`src/rtl/serial_subtractor_if.sv`:
```
// Request/result bundle for serial_subtractor: operands and start in, status and
// {borrow, difference} out.
interface serial_subtractor_if #(
  parameter int WIDTH = 4
);
  logic             start;
  logic [WIDTH-1:0] x;
  logic [WIDTH-1:0] y;
  logic             busy;
  logic             done;
  logic [WIDTH:0]   diff;

  modport master (output start, x, y, input busy, done, diff);
  modport slave  (input start, x, y, output busy, done, diff);
endinterface

```
`src/rtl/serial_subtractor.sv`:
```
// Bit-serial x - y, LSB first through one borrow flip-flop; result word is
// {borrow_out, (x - y) mod 2^WIDTH}, written only when the last bit completes.
module serial_subtractor #(
  parameter int WIDTH = 4
) (
  input  logic         CLK,
  input  logic         reset_n,
  serial_subtractor_if.slave bus
);

  localparam int CW = (WIDTH > 1) ? $clog2(WIDTH) : 1;

  typedef enum logic [1:0] {IDLE, SHIFT, DONE} state_t;

  state_t           state, state_nxt;
  logic [WIDTH-1:0] a, b, r;
  logic             borrow;
  logic [CW-1:0]    cnt;
  logic [WIDTH:0]   diff_q;
  logic             d, bout, last;

  assign d    = a[0] ^ b[0] ^ borrow;
  assign bout = (~a[0] & b[0]) | (~(a[0] ^ b[0]) & borrow);
  assign last = (cnt == CW'(WIDTH - 1));

  // NOTE: sequential state uses <= so every register samples pre-edge values.
  always_ff @(posedge CLK or negedge reset_n) begin
    if (!reset_n) state <= IDLE;
    else          state <= state_nxt;
  end

  // NOTE: default assignment first keeps this purely combinational (no latch).
  always_comb begin
    state_nxt = state;
    case (state)
      IDLE:    if (bus.start) state_nxt = SHIFT;
      SHIFT:   if (last)      state_nxt = DONE;
      DONE:    state_nxt = IDLE;
      default: state_nxt = IDLE;
    endcase
  end

  // Status decodes the state register only, so outputs stay registered.
  always_comb begin
    bus.busy = (state != IDLE);
    bus.done = (state == DONE);
  end

  always_ff @(posedge CLK or negedge reset_n) begin
    if (!reset_n) begin
      a      <= '0;
      b      <= '0;
      r      <= '0;
      borrow <= 1'b0;
      cnt    <= '0;
      diff_q <= '0;
    end else begin
      case (state)
        IDLE: begin
          if (bus.start) begin
            a      <= bus.x;
            b      <= bus.y;
            borrow <= 1'b0;
            cnt    <= '0;
          end
        end
        SHIFT: begin
          a      <= {1'b0, a[WIDTH-1:1]};
          b      <= {1'b0, b[WIDTH-1:1]};
          r      <= {d, r[WIDTH-1:1]};
          borrow <= bout;
          cnt    <= cnt + CW'(1);
          // Final bit: publish the full word in one step so diff never shows partials.
          if (last) diff_q <= {bout, d, r[WIDTH-1:1]};
        end
        default: ;
      endcase
    end
  end

  assign bus.diff = diff_q;

endmodule

```
`src/flat_wrapper.sv`:
```
// flat-port wrapper written by rule: the top's interface ports become plain ports
module serial_subtractor_flat 
#(
  parameter int WIDTH = 4
)
  (CLK, reset_n, bus_start, bus_x, bus_y, bus_busy, bus_done, bus_diff);
  serial_subtractor_if #(.WIDTH(WIDTH)) bus_i ();
  input  logic CLK;
  input  logic reset_n;
  input wire logic [$bits(bus_i.start)-1:0] bus_start;
  input wire logic [$bits(bus_i.x)-1:0] bus_x;
  input wire logic [$bits(bus_i.y)-1:0] bus_y;
  output wire logic [$bits(bus_i.busy)-1:0] bus_busy;
  output wire logic [$bits(bus_i.done)-1:0] bus_done;
  output wire logic [$bits(bus_i.diff)-1:0] bus_diff;
  assign bus_i.start = bus_start;
  assign bus_i.x = bus_x;
  assign bus_i.y = bus_y;
  assign bus_busy = bus_i.busy;
  assign bus_done = bus_i.done;
  assign bus_diff = bus_i.diff;
  serial_subtractor #(.WIDTH(WIDTH)) u_core (.CLK(CLK), .reset_n(reset_n), .bus(bus_i));
endmodule
```
`config.mk`:
```
export PLATFORM = sky130hd
export DESIGN_NAME = serial_subtractor_flat
export DESIGN_NICKNAME = d
export VERILOG_FILES = /design/src/rtl/serial_subtractor_if.sv /design/src/rtl/serial_subtractor.sv /design/src/flat_wrapper.sv
export SDC_FILE = /design/constraint.sdc
export NUM_CORES = 1
export LEC_CHECK = 0
export ABC_CLOCK_PERIOD_IN_PS = 1600
export CELL_PAD_IN_SITES_DETAIL_PLACEMENT = 1
export CELL_PAD_IN_SITES_GLOBAL_PLACEMENT = 2
export CORE_MARGIN = 10
export CORE_UTILIZATION = 32
export DETAILED_ROUTE_END_ITERATION = 16
export PLACE_DENSITY_LB_ADDON = 0.1
export SLEW_MARGIN = 20
export SYNTH_ARGS = -nofsm -noshare
export SYNTH_HDL_FRONTEND = slang
export SYNTH_SLANG_ARGS = --single-unit
```
`constraint.sdc`:
```
create_clock -name CLK -period 1.6 [get_ports CLK]
set_input_delay 0.48 -clock CLK [delete_from_list [all_inputs] [get_ports CLK]]
set_output_delay 0.48 -clock CLK [all_outputs]
set_load 0.05 [all_outputs]
```
======== Word-level counts from Yosys, hierarchy flattened ========
Cells that the tools add are included.
cells by class
  eq/ne operators ......................... 5
  bitwise logic cells ..................... 7
  mux-type cells .......................... 11
  $add $sub $neg .......................... 1
  reduce and logical (&&, ||, !) cells .... 6
operators by type and width
  kind                                                                    count
  4-bit case mux with 2 select lines                                      2
  4-bit two-way mux                                                       2
  2-bit case mux with 2 select lines                                      2
  2-bit two-way mux                                                       3
  2-bit AND reduction                                                     3
  2-bit equality test (second input constant)                             2
  2-bit nonzero test                                                      2
  2-bit by 1-bit adder with 2-bit output (second input constant)          1
  1-bit bitwise AND                                                       2
  2-bit by 1-bit equality test with 1-bit output (second input constant)  1
  2-bit zero test                                                         1
  2-bit by 1-bit != test with 1-bit output (second input constant)        1
  2-bit != test (second input constant)                                   1
  1-bit inverter                                                          2
  1-bit case mux with 2 select lines                                      1
  1-bit XOR                                                               2
  1-bit two-way mux                                                       1
  1-bit bitwise OR                                                        1
storage, ports and cells
  output and inout bits ................... 7
  word-level logic and storage cells ...... 37
  bits in registers ....................... 22
  input port bits ......................... 11

======== Logic depth before layout (Yosys ltp) ========
  depth in word-level cells ............... 5
  mapped depth ............................ 5
  gate-level depth less buffers ........... 4

======== Least setup slack after synthesis ========
Ideal clock, no wire load.
  path type ............................... reg-to-output
  start ................................... reg u_core.state[1]
  end ..................................... out bus_done
  cell stages (with the launch flop) ...... 4
  data required time ...................... 1120 ps
  arrival time ............................ 1231 ps
  slack ................................... -111 ps
  path buffers ............................ 1
  cell sequence ........................... dfrtp_1 -> buf_2 -> inv_1 -> nor2_1
between the ends
  cells in the longest elaborated chain, start to end .. 1
RTL lines
  item                      line                     RTL
  start: declaration        serial_subtractor.sv:15  state_t state, state_nxt;
  start signal: assignment  serial_subtractor.sv:29  else state <= state_nxt;
  2-bit equality test       serial_subtractor.sv:46  bus.done = (state == DONE);
  end: declaration          flat_wrapper.sv:14       output wire logic [$bits(bus_i.done)-1:0] bus_done;
No other way between the ends.

======== Worst setup path in the final report ========
  start ................................... reg u_core.state[0]
  end ..................................... out bus_busy
between the ends
  cells in the longest elaborated chain, start to end .. 1
RTL lines
  item                line                     RTL
  2-bit nonzero test  serial_subtractor.sv:45  bus.busy = (state != IDLE);
  end: declaration    flat_wrapper.sv:13       output wire logic [$bits(bus_i.busy)-1:0] bus_busy;
No other way between the ends.

==> flow_metrics.env <==
export IMPL_status="finished with violations"
export IMPL_slowest_delay_ns=0.43
export IMPL_cts_tree="built"
export IMPL_grt_max_degree=22
export IMPL_initial_core_util_pct=33.1
export IMPL_slew_violations=0
export IMPL_intPower_mw=1.71
export IMPL_critPathTopFamily="flip-flops"
export IMPL_rows=19
export IMPL_layout_min_cycle_time_ns=1.64
export IMPL_vias=701
export IMPL_clock_sinks=21
export IMPL_rr_worst_depth=5
export IMPL_mostFrequentLayoutCell="dfrtp_1"
export IMPL_netlist_instances=79
export IMPL_ir_drop_mv=1.36
export IMPL_clock_path_buffers=2
export IMPL_final_nets=123
export IMPL_slew_headroom_pct=75.7
export IMPL_max_freq_ghz=0.609
export IMPL_pre_cts_ws_ns=-0.0435
export IMPL_route_antenna_remaining_nets=0
export IMPL_pwr_share_clk_pct=9.1
export IMPL_antenna_found_initial=0
export IMPL_cp_num_buf_inv=1
export IMPL_slowest_stage="dfrtp_1"
export IMPL_synthDistinctLibCells=20
export IMPL_comb_power_share_pct=56.1
export IMPL_fin_worst_skew_ns=0.00648
export IMPL_fillers=304
export IMPL_yosysSeqAreaShare_pct=58.0
export IMPL_htreeDepth=1
export IMPL_vias_per_cell=5.01
export IMPL_endpoint_kind="primary output"
export IMPL_cts_clk_slew_worst_paths_ns=0.12
export IMPL_synth_area_per_cell_um2=11.5
export IMPL_synth_area_um2=906
export IMPL_synth_top_area_cell="dfrtp_1"
export IMPL_ioPinCount=18
export IMPL_synth_nets=92
export IMPL_cp_cell_sequence="or2_4 > buf_12"
export IMPL_hold_ws_ns=0.500
export IMPL_gr_total_overflow=0
export IMPL_layout_common_cells="21 x dfrtp_1, 12 x buf_4, 11 x o22ai_1"
export IMPL_gp_congestion=0.683
export IMPL_clkLatencyLatePin_ns=0.31
export IMPL_grt_usage_pct=9.44
export IMPL_grt_pass1_vias=789
export IMPL_core_area_um2=2730
export IMPL_dpl_hpwl_um=1710
export IMPL_worstPathArrival_ns=1.16
export IMPL_drive_gt1_share_pct=31.2
export IMPL_powerDensity_nw_per_um2=2190
export IMPL_period_share_pct=103
export IMPL_first_iter_violations=35
export IMPL_ys_top_cells_by_area="dfrtp_1 58%, mux2_2 8.7%, o22ai_1 7.6%"
export IMPL_numCtsBuffers=3
export IMPL_instances_no_fill=140
export IMPL_post_route_drc_count=0
export IMPL_dp_cells=130
export IMPL_seq_power_share_pct=34.8
export IMPL_dpl_instance_area_um2=1210
export IMPL_final_core_util_pct=47.5
export IMPL_cap_violations=0
export IMPL_synth_top_cell_area_share_pct=58.0
export IMPL_wl_per_cell_um=16.2
export IMPL_clock_root_buffer="clkbuf_4"
export IMPL_die_h_um=73.2
export IMPL_p_leak_nw=0.581
export IMPL_worst_setup_path_start_kind="flop"
export IMPL_cp_max_fo=3
export IMPL_port_buffers=17
export IMPL_postCtsHoldBufs=0
export IMPL_critPathRequiredTime_ns=1.12
export IMPL_yosys_warnings=0
export IMPL_timing_hold_violations_final=0
export IMPL_final_setup_viol_count=1
export IMPL_crit_type="flop to primary output"
export IMPL_dieArea_um2=5360
export IMPL_failed_checks="setup timing"
export IMPL_setup_ws_ns=-0.0422
export IMPL_cp_depth=2
export IMPL_netSwitchingPower_mw=1.14
export IMPL_fp_dieW_um=73.2
export IMPL_tightestPinTransition_ns=0.364
export IMPL_rsz0062_at_grt="true"
export IMPL_area_delta_synth_final_pct=43.4
export IMPL_drtPass1Iterations=4
export IMPL_hold_class="primary input to asynchronous set/reset pin"
export IMPL_fin_area_um2=1300
export IMPL_grt_pass1_wl_um=4020
export IMPL_diodes=0
export IMPL_totalWireLength_um=2260
export IMPL_ys_seq_elements=21
export IMPL_switching_share_pct=40.0
## cells by family after synthesis
| logic type | Yosys count | synth area share (%) |
|---|---|---|
| adders and majority gates | 2 | 3.59 |
| and+or+nand+nor | 12 | 7.05 |
| buffers and inverters | 10 | 5.25 |
| DFF | 21 | 58.0 |
| AOI/OAI and AO/OA | 27 | 17.4 |
| muxes | 7 | 8.70 |
## synthesized netlist by cell type
cell type  number
buf_6           1
nor2_1          3
a21oi_1         5
a211oi_1        1
clkbuf_1        1
nor2b_1         1
mux2_2          7
or2_1           1
o21ai_0         9
buf_2           2
fa_1            1
nand3b_1        1
o22ai_1        11
dfrtp_1        21
o221a_2         1
or3b_1          1
ha_1            1
inv_1           6
nand2_1         3
nand2b_1        2
## sequential cells by signal, indices dropped and copies added (netlist names)
signal	flops
u_core.a	4
u_core.b	4
u_core.borrow	1
u_core.bus.diff	5
u_core.cnt	2
u_core.r	3
u_core.state	2
## path summary, 6_finish.rpt
path	endpoint	startpoint	slack, ns
setup / recovery	bus_busy	u_core.state[0]	-0.04
hold / removal	u_core.a[0]	reset_n	0.50
setup reg to reg	u_core.bus.diff[1]	u_core.state[0]	0.03
hold reg to reg	u_core.cnt[0]	u_core.cnt[0]	0.50
max in group asynchronous	u_core.state[1]	reset_n	0.88
min in group CLK	u_core.cnt[0]	u_core.cnt[0]	0.50
## final cells by class
class                           instances  area [µm²]  share of cell area (%)
Sequential cell                        21         526                    40.5
Multi-Input combinational cell         48         343                    26.4
Timing Repair Buffer                   30         342                    26.3
Tap cell                               31        38.8                    2.99
Clock buffer                            3        22.5                    1.73
Inverter                                6        22.5                    1.73
Clock inverter                          1        5.00                   0.385
## per-stage QoR
step / power, mW / TNS [ns]
floorplan: 1.84 / 0
global placement: 2.44 / -0.0439
detailed placement: 2.50 / -0.0912
CTS: 2.85 / -0.0416
global route: 3.07 / -0.290
finish: 2.84 / -0.0422
## timing repair
action / CTS / global route
pin swaps: 2 / 1
resized for setup: 3 / 0
setup endpoints to repair: 2 / 2
buffers inserted: 4 / 2
endpoints found under the hold margin: 0 / 0
## layer usage
| layer | vias up | GRT usage [%] | part of all wire, % |
|---|---|---|---|
| met3 | 2 | 3.40 | 5.2 |
| met4 | 0 | 2.53 | 0.75 |
| li1 | 343 | - | - |
| met1 | 344 | 11.5 | 45 |
| met5 | - | 0 | 0 |
| met2 | 12 | 15.3 | 49 |
## power groups by stage
stage | Sequential, mW | Clock [mW] | Combinational [mW]
floorplan | 1.14 | 0 | 0.702
global placement | 1.00 | 0 | 1.44
detailed placement | 1.02 | 0 | 1.48
CTS | 0.996 | 0.267 | 1.59
global route | 1.03 | 0.289 | 1.74
finish | 0.990 | 0.259 | 1.59
No activity file was read; power rests on OpenSTA's default activity.
